<file path="src/rtl/rob_pkg.sv">
// rtl/rob_pkg.sv - shared constants and types for the reorder buffer
package rob_pkg;
    localparam int ROB_DEPTH  = 16;
    localparam int ROB_IDX_W  = 4;
    localparam int PREG_W     = 6;
    localparam int BUNDLE_W   = 57;
    localparam int ISSUE_W    = 4;
    localparam int CMPL_PORTS = 6;
    localparam int OCC_W      = ROB_IDX_W + 1;

    typedef logic [ROB_IDX_W-1:0] rob_idx_t;
    typedef logic [PREG_W-1:0]    preg_t;
endpackage

</file>
<file path="src/rtl/rob_retire_sel.sv">
// rtl/rob_retire_sel.sv - counts consecutive done entries at the head (max 4)
module rob_retire_sel
    import rob_pkg::*;
(
    input  rob_idx_t                  i_head,
    input  logic [OCC_W-1:0]          i_occupancy,
    input  logic [ROB_DEPTH-1:0]      i_done,
    output logic [2:0]                o_count,
    output rob_idx_t [ISSUE_W-1:0]    o_idx
);

    // Walk the four slots from head; the first not-done or unoccupied slot stops the run.
    always_comb begin
        logic run;
        run     = 1'b1;
        o_count = '0;
        o_idx   = '0;
        for (int k = 0; k < ISSUE_W; k++) begin
            o_idx[k] = i_head + rob_idx_t'(k);
            if (run && (OCC_W'(k) < i_occupancy) && i_done[o_idx[k]]) begin
                o_count = o_count + 3'd1;
            end else begin
                run = 1'b0;
            end
        end
    end

endmodule

</file>
<file path="src/rtl/rob.sv">
// rtl/rob.sv - 16-entry, 4-wide in-order-retire reorder buffer
module rob
    import rob_pkg::*;
(
    input  logic                  i_clk,
    input  logic                  i_rst_n,
    input  logic [2:0]            i_ins_count,
    input  logic [BUNDLE_W-1:0]   i_ins_bundle0,
    input  logic [BUNDLE_W-1:0]   i_ins_bundle1,
    input  logic [BUNDLE_W-1:0]   i_ins_bundle2,
    input  logic [BUNDLE_W-1:0]   i_ins_bundle3,
    input  logic [PREG_W-1:0]     i_ins_old_p0,
    input  logic [PREG_W-1:0]     i_ins_old_p1,
    input  logic [PREG_W-1:0]     i_ins_old_p2,
    input  logic [PREG_W-1:0]     i_ins_old_p3,
    input  logic [CMPL_PORTS-1:0] i_cmpl_en,
    input  logic [ROB_IDX_W-1:0]  i_cmpl0,
    input  logic [ROB_IDX_W-1:0]  i_cmpl1,
    input  logic [ROB_IDX_W-1:0]  i_cmpl2,
    input  logic [ROB_IDX_W-1:0]  i_cmpl3,
    input  logic [ROB_IDX_W-1:0]  i_cmpl4,
    input  logic [ROB_IDX_W-1:0]  i_cmpl5,
    output logic [ROB_IDX_W-1:0]  o_tail,
    output logic [OCC_W-1:0]      o_free_count,
    output logic [2:0]            o_retire_count,
    output logic [PREG_W-1:0]     o_retire_old_p0,
    output logic [PREG_W-1:0]     o_retire_old_p1,
    output logic [PREG_W-1:0]     o_retire_old_p2,
    output logic [PREG_W-1:0]     o_retire_old_p3
);

    rob_idx_t               head_q, head_d;
    rob_idx_t               tail_q, tail_d;
    logic [OCC_W-1:0]       occ_q, occ_d;
    logic [ROB_DEPTH-1:0]   done_q, done_d;
    preg_t                  old_p_q [ROB_DEPTH];
    preg_t                  old_p_d [ROB_DEPTH];
    logic [2:0]             ret_cnt_q, ret_cnt_d;
    preg_t                  ret_p_q [ISSUE_W];
    preg_t                  ret_p_d [ISSUE_W];

    preg_t                  ins_old_p [ISSUE_W];
    rob_idx_t               cmpl_idx [CMPL_PORTS];
    logic [2:0]             ret_n;
    rob_idx_t [ISSUE_W-1:0] ret_idx;
    logic [2:0]             alloc_n;
    logic                   unused_bundle;

    // Bundles are carried on the interface but not stored yet.
    assign unused_bundle = ^{i_ins_bundle0, i_ins_bundle1, i_ins_bundle2, i_ins_bundle3};

    assign ins_old_p[0] = i_ins_old_p0;
    assign ins_old_p[1] = i_ins_old_p1;
    assign ins_old_p[2] = i_ins_old_p2;
    assign ins_old_p[3] = i_ins_old_p3;
    assign cmpl_idx[0]  = i_cmpl0;
    assign cmpl_idx[1]  = i_cmpl1;
    assign cmpl_idx[2]  = i_cmpl2;
    assign cmpl_idx[3]  = i_cmpl3;
    assign cmpl_idx[4]  = i_cmpl4;
    assign cmpl_idx[5]  = i_cmpl5;

    assign o_tail          = tail_q;
    assign o_free_count    = OCC_W'(ROB_DEPTH) - occ_q;
    assign o_retire_count  = ret_cnt_q;
    assign o_retire_old_p0 = ret_p_q[0];
    assign o_retire_old_p1 = ret_p_q[1];
    assign o_retire_old_p2 = ret_p_q[2];
    assign o_retire_old_p3 = ret_p_q[3];

    rob_retire_sel u_retire_sel (
        .i_head      (head_q),
        .i_occupancy (occ_q),
        .i_done      (done_q),
        .o_count     (ret_n),
        .o_idx       (ret_idx)
    );

    // All-or-nothing allocation against pre-edge free space.
    always_comb begin
        alloc_n = '0;
        if ((i_ins_count <= 3'd4) && ({2'b00, i_ins_count} <= o_free_count)) begin
            alloc_n = i_ins_count;
        end
    end

    // Next state: retire clears, completion sets, allocation clears last so it wins.
    always_comb begin
        head_d    = head_q;
        tail_d    = tail_q;
        occ_d     = occ_q;
        done_d    = done_q;
        old_p_d   = old_p_q;
        ret_cnt_d = ret_n;
        for (int k = 0; k < ISSUE_W; k++) begin
            ret_p_d[k] = '0;
            if (3'(k) < ret_n) begin
                ret_p_d[k]          = old_p_q[ret_idx[k]];
                done_d[ret_idx[k]]  = 1'b0;
            end
        end
        for (int j = 0; j < CMPL_PORTS; j++) begin
            if (i_cmpl_en[j]) begin
                done_d[cmpl_idx[j]] = 1'b1;
            end
        end
        for (int k = 0; k < ISSUE_W; k++) begin
            if (3'(k) < alloc_n) begin
                old_p_d[tail_q + rob_idx_t'(k)] = ins_old_p[k];
                done_d[tail_q + rob_idx_t'(k)]  = 1'b0;
            end
        end
        head_d = head_q + rob_idx_t'(ret_n);
        tail_d = tail_q + rob_idx_t'(alloc_n);
        occ_d  = occ_q + OCC_W'(alloc_n) - OCC_W'(ret_n);
    end

    // State registers; reset empties the buffer and clears the retire outputs.
    always_ff @(posedge i_clk or negedge i_rst_n) begin
        if (!i_rst_n) begin
            head_q    <= '0;
            tail_q    <= '0;
            occ_q     <= '0;
            done_q    <= '0;
            ret_cnt_q <= '0;
            for (int i = 0; i < ROB_DEPTH; i++) old_p_q[i] <= '0;
            for (int k = 0; k < ISSUE_W; k++)   ret_p_q[k] <= '0;
        end else begin
            head_q    <= head_d;
            tail_q    <= tail_d;
            occ_q     <= occ_d;
            done_q    <= done_d;
            ret_cnt_q <= ret_cnt_d;
            old_p_q   <= old_p_d;
            ret_p_q   <= ret_p_d;
        end
    end

endmodule

</file>
<file path="config.mk">
export PLATFORM = sky130hd
export DESIGN_NAME = rob
export DESIGN_NICKNAME = d
export VERILOG_FILES = /design/src/rtl/rob_pkg.sv /design/src/rtl/rob_retire_sel.sv /design/src/rtl/rob.sv
export SDC_FILE = /design/constraint.sdc
export NUM_CORES = 1
export LEC_CHECK = 0
export CORE_AREA = 2 2 195 197
export DETAILED_ROUTE_END_ITERATION = 8
export DIE_AREA = 0 0 197 199
export HOLD_SLACK_MARGIN = 0.05
export PLACE_DENSITY = 0.68
export SETUP_SLACK_MARGIN = 0.4
export SYNTH_ARGS = -nofsm -noshare
export SYNTH_HDL_FRONTEND = slang
export SYNTH_SLANG_ARGS = --single-unit
</file>
<file path="constraint.sdc">
create_clock -name i_clk -period 9.9 [get_ports i_clk]
set_clock_uncertainty 0.2 [all_clocks]
set_input_delay 2.97 -clock i_clk [delete_from_list [all_inputs] [get_ports i_clk]]
set_output_delay 2.97 -clock i_clk [all_outputs]
set_load 0.1 [all_outputs]
</file>
==> results of run 1 <==
==> cells in the final DEF, fill, tap and decap left out, types with 40 or more instances in the layout <==
master,count
nor2_1,167
a211oi_1,52
nand4_1,41
inv_1,40
dfrtp_1,150
o22ai_1,42
mux4_2,129
mux2i_1,130
nand2_1,128
o21ai_0,43
a21oi_1,133
clkdlybuf4s50_1,93
==> per-layer routing <==
metal	vias up	track usage
li1	5939	-
met5	-	0
met1	6850	0.381
met3	131	0.101
met2	1086	0.416
met4	4	0.0894
==> cells by family (layout without fill, tap and decap cells) <==
family | after synthesis | after routing | synth area share
compound gates | 375 | 375 | 0.168
xor+xnor | 26 | 26 | 0.0179
fa+ha+maj | 32 | 32 | 0.0300
buf+inv | 178 | 185 | 0.0482
flops | 152 | 152 | 0.260
mux | 268 | 268 | 0.302
simple gates | 526 | 526 | 0.174
==> how the worst max path moves through the flow <==
stage / to / slack (ns) / from / cells past startpoint
2_1_floorplan: occ_q[4]$_DFF_PN0_ / 2.82 / head_q[1]$_DFF_PN0_ / 26
3_3_place_gp: occ_q[4]$_DFF_PN0_ / 2.89 / head_q[1]$_DFF_PN0_ / 20
3_5_place_dp: occ_q[4]$_DFF_PN0_ / 2.81 / head_q[1]$_DFF_PN0_ / 20
4_1_cts: occ_q[4]$_DFF_PN0_ / 2.75 / head_q[1]$_DFF_PN0_ / 20
5_1_grt: occ_q[4]$_DFF_PN0_ / 2.31 / head_q[1]$_DFF_PN0_ / 20
6_report: occ_q[4]$_DFF_PN0_ / 2.67 / head_q[1]$_DFF_PN0_ / 20
==> through the flow <==
stage | hold slack (ns) | cell area [um2]
floorplan | 0.329 | 14600
global placement | 0.371 | 15800
detailed placement | 0.379 | 15800
CTS | 0.397 | 16400
global route | 0.411 | 16400
finish | 0.393 | 16400
==> worst reg2reg max path: cells and delay by family (launching register included) <==
kind                       cells  cell delay, ns
AOI/OAI and AO/OA              4            0.92
xor gates and xnor gates       2            0.38
adders and majority gates      5            2.15
buffers and inverters          4            1.22
DFF                            1            0.38
muxes                          2            1.32
and+or+nand+nor                3            0.60
==> power by group <==
part | leakage (uW) | switching (uW) | internal [uW] | total [uW]
logic | 0.00477 | 3350 | 2540 | 5890
clock network | 0.000293 | 328 | 362 | 690
registers | 0.00182 | 480 | 957 | 1440
==> state kept, by name (all words and copies together), names as in the netlist <==
signal	count
o_tail	4
occ_q	5
o_retire_old_p1	6
o_retire_old_p3	6
head_q	4
o_retire_old_p2	6
old_p_q	96
done_q	16
o_retire_count	3
o_retire_old_p0	6
==> area by class of cell <==
cell class	count	area, um2
multi-input cells	1227	10100
repair buffers	113	1080
inverters	40	150
clock inverters	15	173
flip-flops and latches	152	3810
fillers	3523	20800
clock buffers	17	425
well taps	474	593
==> metrics.csv, run 1 <==
stage;metric;value;unit
finish;final_cells;2038;
sta;min_period;7.23;ns
global_routing;grt_pass1_vias;13400;
synthesis;synthCells;1557;
setup_path;r2r_start;head_q[1]$_DFF_PN0_;
synthesis;ys.flop_type;dfrtp_1;
setup_path;crit_buf_inv;4;
setup_path;reg2regPathDepth;20;
sta;finalHoldViolations;0;
clock_tree;clkSinkCount;152;
setup_path;cp_slowest_cell;mux2i_1;
synthesis;synthArstFlopShare;1.00;
finish;antennaDiodeCount;0;
synthesis;netlist.area_leader.share;0.260;
sta;slew_headroom;0.233;
setup_path;setup.worst_path.class;reg2reg;
drt;drt-initial-drc-count;2228;
synthesis;yosys-top-cells-area;dfrtp_1 26%, mux4_2 20%, mux2i_1 8.9%, a21oi_1 4.6%, nor2_1 4.3%;
synthesis;syn_area;14600;um2
clock_tree;clk_path_buf_depth;2;
setup_path;crit_top_cell;ha_1;
worst_hold_path;hold_end;head_q[0]$_DFF_PN0_;
worst_hold_path;min-delay-start;head_q[0]$_DFF_PN0_;
floorplan;die_w;197;um
clock_tree;post_cts_buffers;0;
pwr;p_leak;0.00688;uW
synthesis;ys_seq_elements;152;
synthesis;seq_area_frac_synth;0.260;
synthesis;synth_edf_count;0;
place;place_hpwl;38.8;mm
drt;wl_met1;21.4;mm
clock_tree;cts_hold_buf;0;
setup_path;critPathLaunchType;flop;
finish;layout-drive-gt1-share;0.139;
place;io_buffers;94;
drt;dr_wl_met2;23.6;mm
clock_tree;ctsResizeCount;0;
setup_path;worstPathCellList;buf_4, ha_1, nand2_1, xnor2_2, buf_4, mux4_2, o211a_1, ha_1, nand3b_1, nand2_1, ha_1, inv_1, o32ai_1, mux2i_1, fa_1, inv_1, ha_1, a21o_1, a21oi_1, xor2_1;
job;maxCapViolations;0;
finish;utilization;0.441;
sta;timing.final.crit_share;0.730;
setup_path;worst_r2r_endpoint;occ_q[4]$_DFF_PN0_;
floorplan;io_pins;323;
drt;route.met3.wl;7.93;mm
floorplan;rows;71;
synthesis;synth_commonest_cells;167 x nor2_1, 152 x dfrtp_1, 133 x a21oi_1;
place;place.gp.congestion;0.932;
drt;vias_per_cell;6.87;
sta;tightestPinTransition;1.14;ns
setup_path;critical_path_arrival;7.40;ns
synthesis;yosys.cell_types.count;79;
clock_tree;cts_buffers;17;
drt;highest_layer;met5;
setup_path;end_kind;flop;
pwr;power_density;489;nW/um2
setup_path;cpPeakStageDelay;0.77;ns
synthesis;synth.most_common_cell;nor2_1;
clock_tree;cts_tree;done;
global_routing;grt_pass1_wl;82.8;mm
floorplan;dieHeight;199;um
synthesis;yosys_warnings;0;
sta;slew_violations;0;
sta;setup_tns;0;ns
worst_hold_path;holdPathStages;1;
finish;finalNetCount;1870;
synthesis;synth.avg_cell_area;9.39;um2
clock_tree;clk_pin_slew;0.08;ns
setup_path;r2r_slack;2.67;ns
finish;area_growth;12.0;%
sta;timing.final.ws_setup;2.67;ns
global_routing;grtUsageTotal;0.280;
setup_path;cpLargestDelayFamily;adder cells;
sta;rsz0062_at_grt;false;
status;outcome;finished, final reports clean;
setup_path;cp_max_fo;61;
synthesis;syn-num-nets;1876;
worst_hold_path;hp-class;reg2reg;
clock_tree;htree_num_levels;4;
global_routing;gr-total-overflow;0;
pwr;power;8020;uW
drt;first_pass_iters;6;
setup_path;required;10.07;ns
synthesis;yosys.area.top_type;dfrtp_1;
floorplan;initial_core_util;0.394;
drt;wl_per_cell;26.8;um
drt;ant_nets;0;
drt;num_vias;14000;
sta;fmaxAchievable;0.138;GHz
floorplan;core-area;37100;um2
floorplan;dieArea;39200;um2
clock_tree;cts-root-buf;clkbuf_16;
sta;finalSetupViolations;0;
global_routing;antenna_found_initial;2;
global_routing;grt_max_degree;86;
clock_tree;insertion_delay;0.44;ns
drt;route.detailed.drc;0;
drt;wl;54.6;mm
place;dp.cells;2006;
place;dpl_worst_slack;2.81;ns
pwr;ir_worst_vdd;0.353;mV
(Power assumes the default switching activity.)
==> run 2, diff against run 1 <==
- PLACE_DENSITY: 0.68 -> 0.7
- clock period: 9.9 -> 6.12 ns (I/O delays scaled with it)
==> metrics.csv, run 2 (synthesis results as in run 1) <==
stage;metric;value;unit;change
finish;fillCellCount;3451;;-2.0%
setup_path;critical_path_arrival;5.60;ns;-1.80 ns
clock_tree;insertion_delay;0.45;ns;about the same
place;place.gp.congestion;1.02;;+9.1%
clock_tree;cts_buffers;17;;unchanged
sta;slew_violations;0;;unchanged
floorplan;core-area;37100;um2;unchanged
clock_tree;cts-root-buf;clkbuf_16;;
drt;num_vias;14300;;+2.1%
job;maxCapViolations;0;;unchanged
finish;final_cell_mix;167 x nor2_1, 150 x dfrtp_1, 133 x a21oi_1;;
drt;first_pass_iters;6;;unchanged
finish;reg_top3;old_p_q: 96 flops, done_q: 16 flops;;
global_routing;grtUsageTotal;0.283;;+0.00246
setup_path;crit_buf_inv;3;;-1
setup_path;cpPeakStageDelay;0.54;ns;-0.23 ns
drt;vias_per_cell;6.91;;+0.47%
setup_path;crit_top_cell;inv_1;;
setup_path;required;6.24;ns;-3.83 ns
drt;route.detailed.drc;0;;unchanged
global_routing;grt_pass1_wl;83.9;mm;+1.4%
sta;timing.final.crit_share;0.896;;+0.165
sta;rsz0062_at_grt;false;;
place;io_buffers;94;;unchanged
clock_tree;cts_hold_buf;0;;unchanged
status;outcome;finished, final reports clean;;
finish;area_growth;14.1;%;
global_routing;antenna_found_initial;2;;unchanged
finish;antennaDiodeCount;0;;unchanged
worst_hold_path;hp-class;reg2reg;;
clock_tree;clk_pin_slew;0.08;ns;about the same
drt;ant_nets;0;;unchanged
setup_path;cp_slowest_cell;fa_1;;
floorplan;dieArea;39200;um2;unchanged
finish;layout-drive-gt1-share;0.162;;+0.0227
floorplan;initial_core_util;0.394;;unchanged
place;dp.cells;2034;;+1.4%
floorplan;dieHeight;199;um;unchanged
clock_tree;htree_num_levels;4;;unchanged
sta;finalSetupViolations;0;;unchanged
sta;min_period;5.48;ns;-1.75 ns
setup_path;cpLargestDelayFamily;adder cells;;
drt;drt-initial-drc-count;2604;;+17%
floorplan;rows;71;;unchanged
finish;mostFrequentLayoutCell;nor2_1;;
setup_path;setup.worst_path.class;reg2reg;;
finish;utilization;0.449;;+0.00799
finish;largest_register_ff_count;96;;unchanged
sta;setup_tns;0;ns;unchanged
place;place_hpwl;39.6;mm;+2.1%
finish;regMostFlops;old_p_q;;
setup_path;cp_max_fo;9;;-85%
global_routing;grt_max_degree;153;;+78%
sta;slew_headroom;0.247;;+0.0140
floorplan;io_pins;323;;unchanged
sta;tightestPinTransition;1.12;ns;-0.0202 ns
global_routing;gr-total-overflow;0;;unchanged
finish;final_cells;2072;;+1.7%
finish;finalNetCount;1904;;+1.8%
setup_path;worstPathCellList;ha_1, xor2_2, mux4_2, mux4_2, o211a_1, ha_2, nand3b_1, nand2_1, ha_2, a21o_1, inv_1, fa_1, inv_1, fa_1, inv_1, a21o_1, a21oi_1, xor2_1;;
setup_path;critPathLaunchType;flop;;
clock_tree;cts_tree;done;;
floorplan;die_w;197;um;unchanged
sta;finalHoldViolations;0;;unchanged
global_routing;grt_pass1_vias;13600;;+1.7%
clock_tree;clk_path_buf_depth;2;;unchanged
sta;fmaxAchievable;0.182;GHz;+32%
drt;wl;55.5;mm;+1.7%
clock_tree;clkSinkCount;152;;unchanged
setup_path;end_kind;flop;;
drt;wl_per_cell;26.8;um;about the same
run 2: changes by cell type in the layout (fill, tap and decap cells not counted), moves of 2 or more:
cell	before	now
clkinvlp_4	1	5
ha_1	26	23
ha_2	1	4
inv_6	6	4
buf_6	1	4
buf_4	19	49
run 2: worst paths after layout:
check	cells past startpoint	endpoint	startpoint	slack, ns
max in group asynchronous	2	head_q[0]$_DFF_PN0_	i_rst_n	3.60
max	18	occ_q[4]$_DFF_PN0_	head_q[0]$_DFF_PN0_	0.64
min in group asynchronous	2	o_retire_old_p0[3]$_DFF_PN0_	i_rst_n	1.26
min reg2reg	2	done_q[2]$_DFF_PN0_	done_q[2]$_DFF_PN0_	0.42
max reg2reg	18	occ_q[4]$_DFF_PN0_	head_q[0]$_DFF_PN0_	0.64
min	2	done_q[2]$_DFF_PN0_	done_q[2]$_DFF_PN0_	0.42
run 2: cell type report:
| class | instances | area (um2) | area share |
|---|---|---|---|
| Clock inverter | 15 | 154 | 0.00923 |
| Inverter | 40 | 154 | 0.00923 |
| Clock buffer | 17 | 425 | 0.0255 |
| Timing Repair Buffer | 147 | 1360 | 0.0818 |
| Tap cell | 474 | 593 | 0.0356 |
| Sequential cell | 152 | 3810 | 0.228 |
| Multi-Input combinational cell | 1227 | 10200 | 0.610 |
run 2: timing repair:
action,4_1_cts,5_1_grt
setup buffers,1,5
endpoints found under the setup margin,2,2
pin swaps,1,0
hold endpoints to repair,0,0
gates resized for setup,2,7
run 2: per-layer routing:
| metal | share of wire | wire length [um] | global-route usage | vias up |
|---|---|---|---|---|
| li1 | - | - | - | 6002 |
| met1 | 0.38 | 21300 | 0.387 | 6862 |
| met2 | 0.42 | 23300 | 0.407 | 1247 |
| met4 | 0.046 | 2550 | 0.126 | 2 |
| met5 | 0.00023 | 13 | 0 | - |
| met3 | 0.15 | 8260 | 0.0910 | 197 |
run 2: stage by stage:
stage | worst slack [ns] | hold WS (ns) | area, um2
final | 0.639 | 0.417 | 16700
after detailed placement | 0.251 | 0.406 | 16000
after CTS | 0.400 | 0.415 | 16600
after global placement | 0.334 | 0.397 | 16000
after floorplan | 0.423 | 0.335 | 14700
after global routing | 0.406 | 0.451 | 16700
run 2: tightest hold or removal path: cells and delay by family, from the launching register on:
| kind | cells | cell delay [ns] |
|---|---|---|
| AND/OR/NAND/NOR | 1 | 0.09 |
| flip-flops | 1 | 0.42 |
| AO/OA/AOI/OAI | 1 | 0.07 |
Power of run 2 is left out: the tool's default activity adds up to more than one toggle a clock period on the data nets, which glitch-free logic cannot reach.
